===== src/rtl/count_button_ctrl.sv =====
// Push-button front end: synchronise, debounce and strobe each button, then
// turn button 0 into run/pause (short press) and clear (long press) controls.
module count_button_lane #(
  parameter int DEBOUNCE_CYCLES   = 250000,
  parameter int LONG_PRESS_CYCLES = 25000000
) (
  input  logic i_Clk,
  input  logic i_Rst,
  input  logic i_Switch,
  output logic o_Level,
  output logic o_Press,
  output logic o_Release,
  output logic o_Long,
  output logic long_seen,
  output logic press_nxt,
  output logic release_nxt,
  output logic long_nxt
);
  localparam int DW = $clog2(DEBOUNCE_CYCLES);
  localparam int HW = $clog2(LONG_PRESS_CYCLES + 1);
  localparam logic [DW-1:0] DB_MAX   = DW'(DEBOUNCE_CYCLES - 1);
  localparam logic [HW-1:0] HOLD_MAX = HW'(LONG_PRESS_CYCLES - 1);

  logic          sync1, sync2, flip;
  logic [DW-1:0] db_cnt;
  logic [HW-1:0] hold_cnt;

  // The next-cycle strobes are exported so the control FSM can act on the
  // same edge the registered strobes appear.
  assign flip        = (sync2 != o_Level) && (db_cnt == DB_MAX);
  assign press_nxt   = flip && !o_Level;
  assign release_nxt = flip && o_Level;
  assign long_nxt    = o_Level && !flip && !long_seen && (hold_cnt == HOLD_MAX);

  always_ff @(posedge i_Clk or posedge i_Rst) begin
    if (i_Rst) begin
      sync1     <= 1'b0;
      sync2     <= 1'b0;
      db_cnt    <= '0;
      hold_cnt  <= '0;
      o_Level   <= 1'b0;
      o_Press   <= 1'b0;
      o_Release <= 1'b0;
      o_Long    <= 1'b0;
      long_seen <= 1'b0;
    end else begin
      sync1     <= i_Switch;
      sync2     <= sync1;
      if (sync2 == o_Level || flip) db_cnt <= '0;
      else                          db_cnt <= db_cnt + DW'(1);
      o_Level   <= o_Level ^ flip;
      o_Press   <= press_nxt;
      o_Release <= release_nxt;
      o_Long    <= long_nxt;
      // Saturates one short of the threshold; long_seen blocks a repeat.
      if (!o_Level)                 hold_cnt <= '0;
      else if (hold_cnt != HOLD_MAX) hold_cnt <= hold_cnt + HW'(1);
      if (press_nxt)     long_seen <= 1'b0;
      else if (long_nxt) long_seen <= 1'b1;
    end
  end
endmodule

module count_button_ctrl #(
  parameter int DEBOUNCE_CYCLES   = 250000,
  parameter int LONG_PRESS_CYCLES = 25000000,
  parameter int NUM_BTN           = 4
) (
  input  logic               i_Clk,
  input  logic               i_Rst,
  input  logic [NUM_BTN-1:0] i_Switch,
  output logic [NUM_BTN-1:0] o_Level,
  output logic [NUM_BTN-1:0] o_Press,
  output logic [NUM_BTN-1:0] o_Release,
  output logic [NUM_BTN-1:0] o_Long,
  output logic               o_Run,
  output logic               o_Clear
);
  typedef enum logic {IDLE, HELD} state_t;

  logic [NUM_BTN-1:0] long_seen, press_nxt, release_nxt, long_nxt;
  logic               ctrl_unused;
  state_t             state, state_nxt;
  logic               run_nxt, clear_nxt;

  for (genvar b = 0; b < NUM_BTN; b++) begin : g_lane
    count_button_lane #(
      .DEBOUNCE_CYCLES  (DEBOUNCE_CYCLES),
      .LONG_PRESS_CYCLES(LONG_PRESS_CYCLES)
    ) u_lane (
      .i_Clk      (i_Clk),
      .i_Rst      (i_Rst),
      .i_Switch   (i_Switch[b]),
      .o_Level    (o_Level[b]),
      .o_Press    (o_Press[b]),
      .o_Release  (o_Release[b]),
      .o_Long     (o_Long[b]),
      .long_seen  (long_seen[b]),
      .press_nxt  (press_nxt[b]),
      .release_nxt(release_nxt[b]),
      .long_nxt   (long_nxt[b])
    );
  end

  // Only button 0 drives control; the other lanes' internals stay local.
  assign ctrl_unused = ^{long_seen, press_nxt, release_nxt, long_nxt};

  always_ff @(posedge i_Clk or posedge i_Rst) begin
    if (i_Rst) begin
      state   <= IDLE;
      o_Run   <= 1'b0;
      o_Clear <= 1'b0;
    end else begin
      state   <= state_nxt;
      o_Run   <= run_nxt;
      o_Clear <= clear_nxt;
    end
  end

  always_comb begin
    state_nxt = state;
    run_nxt   = o_Run;
    clear_nxt = 1'b0;
    case (state)
      IDLE: if (press_nxt[0]) state_nxt = HELD;
      HELD: begin
        if (long_nxt[0]) begin
          clear_nxt = 1'b1;
          run_nxt   = 1'b0;
        end
        if (release_nxt[0]) begin
          state_nxt = IDLE;
          if (!long_seen[0]) run_nxt = !o_Run;
        end
      end
      default: state_nxt = IDLE;
    endcase
  end
endmodule


===== config.mk =====
export PLATFORM = sky130hd
export DESIGN_NAME = count_button_ctrl
export DESIGN_NICKNAME = d
export VERILOG_FILES = /design/src/rtl/count_button_ctrl.sv
export SDC_FILE = /design/constraint.sdc
export NUM_CORES = 1
export LEC_CHECK = 0
export ABC_AREA = 1
export BUFFER_PORTS_ARGS = -buffer_cell sky130_fd_sc_hd__buf_4
export CELL_PAD_IN_SITES_DETAIL_PLACEMENT = 0
export CELL_PAD_IN_SITES_GLOBAL_PLACEMENT = 2
export CORE_MARGIN = 2
export CORE_UTILIZATION = 38
export DETAILED_ROUTE_END_ITERATION = 12
export HOLD_SLACK_MARGIN = 0.02
export MAX_ROUTING_LAYER = met4
export PLACE_DENSITY = 0.79
export SYNTH_ARGS = -nofsm -noshare
export SYNTH_HDL_FRONTEND = slang
export SYNTH_SLANG_ARGS = --single-unit

===== constraint.sdc =====
create_clock -name i_Clk -period 7.3 [get_ports i_Clk]
set_input_delay 0.365 -clock i_Clk [delete_from_list [all_inputs] [get_ports i_Clk]]
set_output_delay 0.365 -clock i_Clk [all_outputs]
set_load 0.01 [all_outputs]

==> flow_metrics.env <==
export IMPL_status="finished clean"
export IMPL_drive_gt1_share_pct=10.4
export IMPL_gp_congestion=0.770
export IMPL_required_ns=7.73
export IMPL_syn_cell_area_um2=11100
export IMPL_drt_iter0_markers=496
export IMPL_cap_violations=0
export IMPL_total_power_mw=2.45
export IMPL_ioPinCount=24
export IMPL_die_x_um=175
export IMPL_num_vias=8936
export IMPL_fin_worst_skew_ns=0.0140
export IMPL_layout_min_cycle_time_ns=2.23
export IMPL_cts_tree="done"
export IMPL_fin_crit_sh_pct=30.5
export IMPL_crit_type="flip-flop to flip-flop"
export IMPL_root_buffer="clkbuf_16"
export IMPL_internal_power_mw=1.92
export IMPL_synth_compound_area_share_pct=6.69
export IMPL_grt_max_degree=134
export IMPL_setup_ws_ns=5.07
export IMPL_rsz0062_at_grt="false"
export IMPL_ys_async_sr_fraction_pct=100
export IMPL_cp_start_kind="flip-flop"
export IMPL_muxShareOfSynthArea_pct=0
export IMPL_pwr_share_seq_pct=46.6
export IMPL_fmax_ghz=0.449
export IMPL_final_util_pct=43.3
export IMPL_cts_made_buffers=26
export IMPL_slew_headroom_pct=37.4
export IMPL_ir_worst_vdd_uv=141
export IMPL_syn_instance_count=1433
export IMPL_cts_sinks=203
export IMPL_ys_seq_area_share_pct=45.8
export IMPL_p_sw_mw=0.534
export IMPL_power_frac_clock_pct=51.5
export IMPL_synth_area_per_cell_um2=7.74
export IMPL_tightest_slew_ns=0.939
export IMPL_syn_to_final_growth_pct=11.9
export IMPL_grt_pass1_wl_mm=43.5
export IMPL_synthAdderAreaFrac_pct=0.903
export IMPL_setup_tns_ns=0
export IMPL_insertion_delay_ns=0.52
export IMPL_portBuffers=23
export IMPL_first_pass_iters=4
export IMPL_final_hold_violation_count=0
export IMPL_synth_seq_cells=203
export IMPL_start_util_pct=38.6
export IMPL_p_per_area_nw_per_um2=197
export IMPL_synth_edff_count=0
export IMPL_holdCritPathClass="primary input to asynchronous set/reset pin"
export IMPL_grtUsageTotal_pct=17.4
export IMPL_synth_xor_xnor_area_share_pct=2.84
export IMPL_drtAntennaViolNets=0
export IMPL_dpl_worst_slack_ns=5.03
export IMPL_vias_per_cell=4.81
export IMPL_cts_resized=0
export IMPL_grt_overflow=0
export IMPL_cts_hold_buf=4
export IMPL_die_h_um=175
export IMPL_swShare_pct=21.8
export IMPL_synth_main_ff_cell="dfrtp_1"
export IMPL_drc_errors=0
export IMPL_synth_simple_area_share_pct=34.9
export IMPL_ys_warn_count=0
export IMPL_grt_antenna_before_repair=0
export IMPL_whs_ns=0.0526
export IMPL_wirelength_mm=24.9
export IMPL_combPwrFrac_pct=1.9
export IMPL_synthesis_nets=1447
export IMPL_wl_per_cell_um=13.4
export IMPL_num_nets_final=1471
export IMPL_dp_hpwl_mm=17.6
export IMPL_diodes=0
export IMPL_synth_top_family_by_area="simple AND/OR/NAND/NOR gates"
export IMPL_arrival_ns=2.66
export IMPL_cts_setup_buffers=0
export IMPL_drv_slew=0
export IMPL_synth_cell_types=50
export IMPL_clock_path_buffers=3
export IMPL_die_area_um2=30600
export IMPL_setup_viol=0
export IMPL_p_leak_nw=5.47
export IMPL_rows=62
export IMPL_coreArea_um2=28700
export IMPL_end_kind="flip-flop"
export IMPL_path_clk_slew_ns=0.06
export IMPL_critPathMaxFanout=26
export IMPL_h_tree_depth=1
export IMPL_grt_pass1_vias=8880
==> critical path, cell delays in order, from the launching register on <==
cell and delay (ns):
dfrtp_1 0.89, clkinv_1 0.50, nor2_1 0.33, o21ai_4 0.20, nor3b_1 0.22
==> power by group through the flow <==
stage	Sequential [mW]	Combinational [mW]	Clock (mW)
global placement	1.16	0.0480	0
CTS	1.14	0.0502	1.31
floorplan	1.16	0.0344	0
detailed placement	1.16	0.0483	0
finish	1.14	0.0469	1.26
global route	1.14	0.0562	1.35
==> cell usage after synthesis (14+ instances only) <==
cell type	n	area, µm²
nand2_2	16	100
nand2_1	272	1020
nand3_1	92	460
inv_1	187	702
dfrtp_1	203	5080
a21oi_1	54	270
o21ai_0	51	255
nor2_4	14	158
xor2_1	31	272
nor2_1	234	878
buf_4	19	143
nand4_1	43	269
nor3_1	79	395
==> cells by family after synthesis <==
family / Yosys count
xor+xnor: 36
flops: 203
fa+ha+maj: 8
compound gates: 136
buf+inv: 232
simple gates: 818
==> cells in the final DEF (no fill, tap or decap), types with 16 or more instances in the layout <==
cell       count
a21oi_1       54
clkbuf_16     27
xor2_1        31
nand3_1       92
nand2_2       16
nand4_1       43
nor2_1       234
buf_4         24
nand2_1      272
nor3_1        79
o21ai_0       51
dfrtp_1      203
inv_1        186
==> final cells by class <==
type	count	area, µm²
Clock buffer	35	736
Clock inverter	10	108
Fill cell	2962	16300
Inverter	200	758
Multi-Input combinational cell	998	5030
Sequential cell	203	5080
Tap cell	384	480
Timing Repair Buffer	28	220
==> stage by stage <==
stage               cell area [µm²]  std cells
detailed placement            11500       1809
global placement              11500       1809
floorplan                     11100       1433
finish                        12400       1858
global route                  12400       1858
CTS                           12400       1858
==> layer usage <==
metal  share of wire [%]  up-vias  global-route usage (%)
li1                    -     4665                       -
met1                  50     4154                    23.8
met2                  45       87                    27.9
met3                 2.7       30                    2.28
met4                 1.8        0                    3.54
met5                   0        -                       -
==> final timing paths <==
check	startpoint	endpoint	slack, ns	cells past startpoint
max	flip-flop	g_lane[2].u_lane.db_cnt[2]$_DFF_PP0_	5.07	4
min	i_Rst	g_lane[2].u_lane.hold_cnt[10]$_DFFE_PP0P_	0.05	2
max reg2reg	flip-flop	g_lane[2].u_lane.db_cnt[2]$_DFF_PP0_	5.07	4
min reg2reg	g_lane[3].u_lane.sync1$_DFF_PP0_	g_lane[3].u_lane.sync2$_DFF_PP0_	0.35	0
max in group asynchronous	i_Rst	g_lane[1].u_lane.db_cnt[9]$_DFF_PP0_	5.75	3
min in group i_Clk	g_lane[3].u_lane.sync1$_DFF_PP0_	g_lane[3].u_lane.sync2$_DFF_PP0_	0.35	0
==> registers in the layout (all words and copies together) (netlist names), named ones only <==
signal                   count
g_lane.u_lane.o_Long         4
o_Run                        1
g_lane.u_lane.long_seen      4
g_lane.u_lane.db_cnt        72
g_lane.u_lane.sync1          4
g_lane.u_lane.o_Release      4
o_Clear                      1
g_lane.u_lane.sync2          4
g_lane.u_lane.o_Press        4
g_lane.u_lane.hold_cnt     100
Power figures use the tool's default switching activity.
